$ cat src/rtl/cog_pkg.sv
// Shared definitions for the cog counter capture stage: cfg field layout,
// edge-mode encoding and the decoded configuration record.
package cog_pkg;

   localparam int unsigned PIN_LSB   = 0;
   localparam int unsigned MODE_LSB  = 5;
   localparam int unsigned DELTA_BIT = 7;

   typedef enum logic [1:0] {
      MODE_OFF  = 2'b00,
      MODE_RISE = 2'b01,
      MODE_FALL = 2'b10,
      MODE_BOTH = 2'b11
   } mode_e;

   typedef struct packed {
      logic       delta;
      mode_e      mode;
      logic [4:0] pin;
   } cfg_t;

   function automatic cfg_t decode_cfg(input logic [7:0] d);
      cfg_t c;
      c.pin   = d[PIN_LSB +: 5];
      c.mode  = mode_e'(d[MODE_LSB +: 2]);
      c.delta = d[DELTA_BIT];
      return c;
   endfunction

endpackage

$ cat src/rtl/cog_fifo.sv
// First-word-fall-through FIFO with explicit occupancy count and a flush input.
// Reading while empty is ignored; reading while full lets a write in the same cycle.
module cog_fifo #(
   parameter int unsigned DEPTH = 4,
   parameter int unsigned AW    = 2
) (
   input  logic          clk,
   input  logic          rst,
   input  logic          flush,
   input  logic          wr,
   input  logic [31:0]   wdata,
   input  logic          rd,
   output logic [31:0]   rdata,
   output logic          valid,
   output logic          full,
   output logic [AW:0]   count
);

   logic [31:0] r_mem [DEPTH];
   logic [AW-1:0] r_wr_ptr;
   logic [AW-1:0] r_rd_ptr;
   logic [AW:0]   r_count;
   logic          w_push;
   logic          w_pop;

   assign valid  = (r_count != '0);
   assign full   = (r_count == (AW+1)'(DEPTH));
   assign w_pop  = rd & valid;
   assign w_push = wr & (~full | w_pop);
   assign count  = r_count;
   assign rdata  = valid ? r_mem[r_rd_ptr] : '0;

   always_ff @(posedge clk) begin
      if (rst || flush) begin
         r_wr_ptr <= '0;
         r_rd_ptr <= '0;
         r_count  <= '0;
      end else begin
         if (w_push) r_wr_ptr <= r_wr_ptr + AW'(1);
         if (w_pop)  r_rd_ptr <= r_rd_ptr + AW'(1);
         case ({w_push, w_pop})
            2'b10:   r_count <= r_count + (AW+1)'(1);
            2'b01:   r_count <= r_count - (AW+1)'(1);
            default: r_count <= r_count;
         endcase
      end
   end

   // Storage needs no reset: valid gates rdata and the pointers restart on reset.
   always_ff @(posedge clk) begin
      if (w_push && !rst && !flush) r_mem[r_wr_ptr] <= wdata;
   end

endmodule

$ cat src/rtl/cog_ctr_capture.sv
// Edge-timestamp capture: snapshots phs[31:0] (raw or as a delta from the
// previous edge) on a qualifying edge of one selected pin into a small FIFO.
module cog_ctr_capture
   import cog_pkg::*;
#(
   parameter int unsigned DEPTH = 4,
   parameter int unsigned AW    = 2
) (
   input  logic          clk_cog,
   input  logic          res,
   input  logic          ena,
   input  logic          cfg_set,
   input  logic [31:0]   cfg_data,
   input  logic [32:0]   phs,
   input  logic [31:0]   pin_in,
   input  logic          rd,
   output logic [31:0]   dout,
   output logic          valid,
   output logic [AW:0]   count,
   output logic          ovf
);

   cfg_t        r_cfg;
   logic [1:0]  r_dly;
   logic [1:0]  r_nsamp;
   logic [31:0] r_last;
   logic        r_primed;
   logic        r_ovf;

   logic        w_rst;
   logic        w_event;
   logic        w_produce;
   logic [31:0] w_wdata;
   logic        w_wr;
   logic        w_rd;
   logic        w_full;
   logic        w_drop;
   logic        w_unused;

   assign w_unused = ^{phs[32], cfg_data[31:8]};
   assign w_rst    = res | ~ena;

   // An edge is only trusted once dly holds two samples taken since the last clear.
   always_comb begin
      w_event = 1'b0;
      if (r_nsamp == 2'd2) begin
         case (r_cfg.mode)
            MODE_RISE: w_event = (r_dly == 2'b01);
            MODE_FALL: w_event = (r_dly == 2'b10);
            MODE_BOTH: w_event = r_dly[1] ^ r_dly[0];
            default:   w_event = 1'b0;
         endcase
      end
   end

   assign w_produce = w_event & (~r_cfg.delta | r_primed);
   assign w_wdata   = r_cfg.delta ? (phs[31:0] - r_last) : phs[31:0];
   assign w_wr      = w_produce & ~cfg_set;
   assign w_rd      = rd & ~cfg_set;
   assign w_drop    = w_produce & w_full & ~(rd & valid) & ~cfg_set;

   always_ff @(posedge clk_cog) begin
      if (w_rst) begin
         r_cfg    <= '0;
         r_dly    <= '0;
         r_nsamp  <= '0;
         r_last   <= '0;
         r_primed <= 1'b0;
         r_ovf    <= 1'b0;
      end else if (cfg_set) begin
         r_cfg    <= decode_cfg(cfg_data[7:0]);
         r_dly    <= '0;
         r_nsamp  <= '0;
         r_primed <= 1'b0;
         r_ovf    <= 1'b0;
      end else begin
         if (r_cfg.mode != MODE_OFF) begin
            r_dly   <= {r_dly[0], pin_in[r_cfg.pin]};
            r_nsamp <= (r_nsamp == 2'd2) ? 2'd2 : r_nsamp + 2'd1;
         end
         // last follows every event, including dropped ones and the priming one.
         if (w_event) begin
            r_last   <= phs[31:0];
            r_primed <= 1'b1;
         end
         if (w_drop) r_ovf <= 1'b1;
      end
   end

   cog_fifo #(
      .DEPTH (DEPTH),
      .AW    (AW)
   ) u_fifo (
      .clk   (clk_cog),
      .rst   (w_rst),
      .flush (cfg_set),
      .wr    (w_wr),
      .wdata (w_wdata),
      .rd    (w_rd),
      .rdata (dout),
      .valid (valid),
      .full  (w_full),
      .count (count)
   );

   assign ovf = r_ovf;

endmodule

$ cat config.mk
export PLATFORM = sky130hd
export DESIGN_NAME = cog_ctr_capture
export DESIGN_NICKNAME = d
export VERILOG_FILES = /design/src/rtl/cog_pkg.sv /design/src/rtl/cog_fifo.sv /design/src/rtl/cog_ctr_capture.sv
export SDC_FILE = /design/constraint.sdc
export NUM_CORES = 1
export LEC_CHECK = 0
export ABC_CLOCK_PERIOD_IN_PS = 3800
export BUFFER_PORTS_ARGS = -buffer_cell sky130_fd_sc_hd__buf_2
export CORE_MARGIN = 10
export CORE_UTILIZATION = 52
export DETAILED_ROUTE_END_ITERATION = 10
export GPL_ROUTABILITY_DRIVEN = 0
export PLACE_DENSITY = 0.75
export SLEW_MARGIN = 20
export SYNTH_ARGS = -nofsm -noshare
export SYNTH_HDL_FRONTEND = slang
export SYNTH_HIERARCHICAL = 1
export SYNTH_SLANG_ARGS = --single-unit
$ cat constraint.sdc
create_clock -name clk_cog -period 3.8 [get_ports clk_cog]
set_clock_uncertainty 0.2 [all_clocks]
set_input_delay 0.38 -clock clk_cog [delete_from_list [all_inputs] [get_ports clk_cog]]
set_output_delay 0.38 -clock clk_cog [all_outputs]
set_load 0.01 [all_outputs]
---- Yosys cells after proc, flatten, opt, wreduce, memory -nomap -nowiden ----
Memory sizes are Yosys's and may differ from the RTL's. A register that Yosys moved wholly into a read port is not among the register bits.
Cells that the tools add are included.
storage, ports and cells
  memories ................................ 1
  memory bits (writable) .................. 128
  output and inout bits ................... 37
  word-level logic and storage cells ...... 68
  register bits ........................... 53
  bits of input ports ..................... 102
operators by class
  multiplexer cells ....................... 12
  order comparisons ....................... 1
  reduce and logical (&&, ||, !) cells .... 10
  eq/ne operators ......................... 9
  add/sub/neg operators ................... 6
  bitwise operators ....................... 18
memories
  name          words  bits a word  rd ports  clocked after memory_dff  wr ports  RTL line        RTL
  u_fifo.r_mem  4      32           1         1                         1         cog_fifo.sv:19  logic [31:0] r_mem [DEPTH];
operators with widths
  operator                                                                      number
  32-bit 2-to-1 mux                                                             2
  32-bit subtractor                                                             1
  2-bit equality test, second input constant                                    5
  1-bit bitwise AND                                                             9
  2-bit by 1-bit adder with 2-bit output, second input constant                 3
  2-bit by 1-bit equality test with 1-bit output, second input constant         3
  5-bit by 6-bit less-than comparator with 1-bit output, second input constant  1
  2-bit 2-to-1 mux                                                              3
  3-bit case mux with 2 select lines                                            1
  1-bit binary-select mux with 5-bit select                                     1
  1-bit NOT                                                                     5
  1-bit 2-to-1 mux                                                              4
  2-bit nonzero test                                                            2
  3-bit by 1-bit adder with 3-bit output, second input constant                 1
  3-bit equality test, second input constant                                    1
  1-bit OR                                                                      3
  1-bit case mux with 3 select lines                                            1
  3-bit nonzero test                                                            1
  3-bit by 1-bit subtractor with 3-bit output, second input constant            1
  1-bit logical AND                                                             2
  1-bit zero test                                                               2
  2-bit AND reduction                                                           1
  2-bit OR reduction                                                            1
  1-bit logical OR                                                              1
  1-bit bitwise XOR                                                             1

---- Logic depth before layout (Yosys ltp) ----
  depth after elaboration ................. 10
  depth in mapped cells ................... 16
  depth with buffers taken out ............ 13

---- Cells and area by module ----
The synthesis kept the hierarchy.
modules (own cells, without submodules)
  module           area an instance (um2)  instances  cells an instance  sequential area each (um2)
  cog_fifo         5,457.7                 1          270                4,023.9
  cog_ctr_capture  4,461.8                 1          562                920.9

---- Worst setup path after synthesis ----
OpenSTA, ideal clock, no wires.
  path type ............................... register -> register
  start point ............................. register r_cfg[6] (netlist name)
  end point ............................... memory u_fifo.r_mem[1][0], enable pin
  buffers on the path ..................... 3
  library setup time ...................... 0.392 ns
  setup slack ............................. -0.081 ns
  period minus slack after synthesis ...... 3.881 ns
  data required time ...................... 3.208 ns
  data arrival time ....................... 3.289 ns
  cell stages (with the launch flop) ...... 14
  cell sequence ........................... dfxtp_1 > inv_1 > ha_1 > a21oi_1 > or3b_2 > a21oi_1 > nor2b_1 > buf_2 > buf_4 > and2_1 > buf_2 > inv_1 > nor3_1 > and2_1
on the way
  longest elaborated chain between the ends .. 10
  elaborated cells on any way between the ends .. 12
  those cells by class .................... eq/ne (3); mux (4); bitwise (3); reduce/logical (2)
RTL lines
  what                                                                                          RTL line               RTL
  start: declaration                                                                            cog_ctr_capture.sv:23  cfg_t r_cfg;
  start signal: assignment                                                                      cog_ctr_capture.sv:71  r_cfg <= decode_cfg(cfg_data[7:0]);
  2-bit equality test / 2-bit by 1-bit equality test with 1-bit output (equally long branches)  cog_ctr_capture.sv:47  case (r_cfg.mode)
  1-bit case mux with 3 select lines *                                                          cog_ctr_capture.sv:47
  1-bit 2-to-1 mux *                                                                            cog_ctr_capture.sv:46  if (r_nsamp == 2'd2) begin
  1-bit bitwise AND *                                                                           cog_ctr_capture.sv:56  assign w_produce = w_event & (~r_cfg.delta | r_primed);
  1-bit bitwise AND *                                                                           cog_ctr_capture.sv:58  assign w_wr = w_produce & ~cfg_set;
  net w_wr                                                                                      cog_ctr_capture.sv:34  logic w_wr;
  1-bit bitwise AND *                                                                           cog_fifo.sv:29         assign w_push = wr & (~full | w_pop);
  1-bit logical AND * (2 in series)                                                             cog_fifo.sv:51         if (w_push && !rst && !flush) r_mem[r_wr_ptr] <= wdata;
  1-bit 2-to-1 mux *                                                                            cog_fifo.sv:51
  1-bit 2-to-1 mux (implied by the code) *                                                      cog_fifo.sv:51
  end: declaration                                                                              cog_fifo.sv:19
Mark *: on every way through the listed nets, which the timed path passes. The rest lies on a longest branch.

---- Worst setup path after layout ----
  start point ............................. register r_last[0]
  end point ............................... memory u_fifo.r_mem[1][22], data pin
on the way
  longest elaborated chain between the ends .. 2
RTL lines
  what                      RTL line               RTL
  start: declaration        cog_ctr_capture.sv:26  logic [31:0] r_last;
  start signal: assignment  cog_ctr_capture.sv:83  r_last <= phs[31:0];
  32-bit subtractor         cog_ctr_capture.sv:57  assign w_wdata = r_cfg.delta ? (phs[31:0] - r_last) : phs[31:0];
  32-bit 2-to-1 mux         cog_ctr_capture.sv:57
  net w_wdata[22]           cog_ctr_capture.sv:33  logic [31:0] w_wdata;
The timed path passes the listed nets, and every way through them passes these cells.

==> results.tsv <==
stage	metric	value	unit
sta	Final TNS setup	0	ns
sta	final worst setup slack	0.5064	ns
run	Max-cap violations	0	
global_route	All-Layer GR Usage	18.42	%
sta	final slew viol count	0	
clocking	clock root buffer	clkbuf_16	
place	hpwl dp	15590	µm
worst_setup_path	critical path's slowest cell	o31ai_1	
floorplanning	Die Y	158.1	µm
synth	ys flop type	edfxtp_1	
sta	crit share post-route	86.67	%
route	Via density	5.825	
floorplanning	Initial Util	53.03	%
sta	fmax	303.6	MHz
cells_and_area	ANT cells	0	
worst_setup_path	Critical Path Sink Type	flip-flop	
min_path	worst hold path class	in2reg	
clocking	clock sinks	183	
cells_and_area	final-stage net count	1086	
synth	Syn Inst Count	832	
clocking	Worst-path clk slew	0.08	ns
sta	RSZ-0062 raised after global routing	false	
power_and_ir_drop	leakage	4.016	nW
global_route	vias in the first global route	7001	
power_and_ir_drop	register share of total power	51.0	%
route	Starting DRT DRC Count	391	
floorplanning	die area	25000	µm²
synth	Ys Warns	6	
power_and_ir_drop	PD cells	372.3	nW/µm²
floorplanning	Cell Rows	50	
floorplanning	core footprint	18710	µm²
synth	syn nets	977	
power_and_ir_drop	sw frac	23.83	%
clocking	Clock Path Buffers	2	
route	Final ANT Viol Nets	0	
clocking	clk_lat worst skew	0.43	ns
clocking	cts hold-fix bufs	8	
sta	Slew Limit Headroom	50.76	%
route	drt total wl	22450	µm
clocking	CTS tree	yes	
global_route	initial antenna violation count	3	
worst_setup_path	CP max stage delay	0.61	ns
place	post-place setup slack	0.3631	ns
global_route	grt ovf	0	
worst_setup_path	CP startpoint kind	flip-flop	
global_route	first-pass GRT wire length	36140	µm
synth	#FFs+latches synth	183	
route	First-pass DRT Iterations	7	
sta	Final Setup Violations	0	
floorplanning	# IOs	139	
synth	sequential fraction of the synthesis area	49.85	%
route	via count	6920	
synth	Mapped Area	9920	µm²
clocking	postcts setup bufs	0	
cells_and_area	area grow syn2layout	14.11	%
place	I/O Buffers	113	
power_and_ir_drop	PnR Total Power	0.004215	W
sta	final hold violation count	0	
worst_setup_path	CP Data Arrival Time	3.24	ns
route	DR WL/cell	18.89	µm
synth	FFs w/ async S/R, synth	0	%
cells_and_area	ratio of cells with drive above 1 in the final layout	24.11	%
sta	post-route minimum period	3.294	ns
floorplanning	Die Wd	158.1	µm
synth	EDFF count, synth	128	
synth	Yosys cell types	69	
clocking	post_cts resized	0	
route	drc violations	0	
sta	Slew @ Worst Pin	0.7293	ns
global_route	largest net degree at the start of global routing	44	
worst_setup_path	crit path kind	reg2reg	
power_and_ir_drop	Int Power	0.003210	W
worst_setup_path	CP top delay family	compound AO/OA/AOI/OAI gates	
clocking	CTS H-tree depth	4	
synth	Synth Area per Inst	11.92	µm²
cells_and_area	final design utilization	60.52	%
power_and_ir_drop	Switch Pwr	0.001004	W
clocking	total CTS buffers	17	
worst_setup_path	Crit Path Max Fanout	6	
worst_setup_path	Crit path buffers/inverters	0	
power_and_ir_drop	Peak VDD IR	0.0003014	V
power_and_ir_drop	power share of the clock group	40.7	%
power_and_ir_drop	logic gate share of total power	8.3	%
worst_setup_path	CP required	3.74	ns
worst_setup_path	CP cell instances	ha_1 -> fa_1 -> nor2b_1 -> o2111ai_1 -> a21boi_0 -> o211a_1 -> nor3_1 -> o31ai_1	
status	status	completed	
[cells in the mapped netlist (11+ instances only)]
cell type,number,share of area [%]
clkbuf_1,25,0.95
dfxtp_1,55,11
mux2i_1,49,4.9
ha_1,41,5.2
and2_1,38,2.4
nand2_1,49,1.9
a21o_1,12,0.91
o21ai_0,18,0.91
a21oi_1,42,2.1
nand3_1,12,0.61
nor2_1,77,2.9
mux4_2,40,9.1
o21a_1,11,0.83
mux2_2,13,1.5
inv_1,52,2.0
edfxtp_1,128,39
[final timing paths]
path	start	end	depth (start not counted)	slack [ns]
min	phs[29]	r_last[29]	3	0.02
min reg2reg	r_primed	r_primed	2	0.29
max	r_last[0]	u_fifo/r_mem[1][22]	8	0.51
max reg2reg	r_last[0]	u_fifo/r_mem[1][22]	8	0.51
[layout make-up]
class | instances | area [µm²]
Sequential cell | 183 | 4947
Multi-Input combinational cell | 552 | 4539
Inverter | 52 | 195.2
Timing Repair Buffer | 135 | 775.7
Fill cell | 1479 | 7386
Tap cell | 234 | 292.8
Clock inverter | 14 | 140.1
Clock buffer | 18 | 429.2
[power groups by stage]
| stage | Clock [W] | Sequential, W | Combinational (W) |
|---|---|---|---|
| 6_report | 0.00172 | 0.00215 | 0.000351 |
| 5_1_grt | 0.00183 | 0.00215 | 0.000387 |
| 4_1_cts | 0.00174 | 0.00215 | 0.000346 |
| 3_5_place_dp | 0 | 0.00219 | 0.000338 |
| 3_3_place_gp | 0 | 0.00219 | 0.000331 |
| 2_1_floorplan | 0 | 0.00219 | 0.000231 |
[flip-flops by register name, summed over array words and instances, names as in the netlist, 2 cells and up, named ones only]
signal           count
u_fifo/r_wr_ptr      2
r_last              32
u_fifo/count         3
r_cfg                8
u_fifo/r_mem       128
r_nsamp              2
r_dly                2
u_fifo/r_rd_ptr      2
[tightest hold or removal path: cells and delay by family]
family        cells  cell delay (ns)
buf+inv           1             0.10
mux               1             0.07
simple gates      1             0.07
[routing by layer]
metal  vias to the layer above  wire (µm)  track usage [%]
met4                         6        444            6.264
met3                        38       1596            4.776
li1                       3319          -                -
met5                         -         52                0
met2                       235      10520            30.07
met1                      3322       9832            23.32
[placed cells by master (no fill, tap or decap), drive strengths merged, types with 9 or more instances in the layout]
master  count
edfxtp    128
buf       127
nor2       77
inv        59
dfxtp      55
nand2      50
mux2i      49
a21oi      42
mux4       42
ha         41
and2       38
o21ai      18
clkbuf     18
mux2       13
a21o       12
nand3      12
o21a       11
nand4       9
nor3        9
a211o       9
nor2b       9
[through the flow]
step / cells / cell area, µm² / hold WS [ns]
floorplan: 832 / 9925 / 0.2313
global placement: 1148 / 10670 / 0.2415
detailed placement: 1148 / 10670 / 0.2661
CTS: 1188 / 11320 / 0.01496
global route: 1188 / 11320 / 0.02523
finish: 1188 / 11320 / 0.02009
[kinds of logic (layout without fill, tap and decap cells)]
family / count (synthesis) / in the layout / synth area share [%]
fa+ha+maj: 43 / 43 / 5.575
mux: 104 / 104 / 16.03
compound gates: 157 / 157 / 11.08
xor+xnor: 16 / 16 / 1.413
simple gates: 232 / 232 / 11.52
flops: 183 / 183 / 49.85
buf+inv: 97 / 219 / 4.541
(Power assumes the default switching activity.)
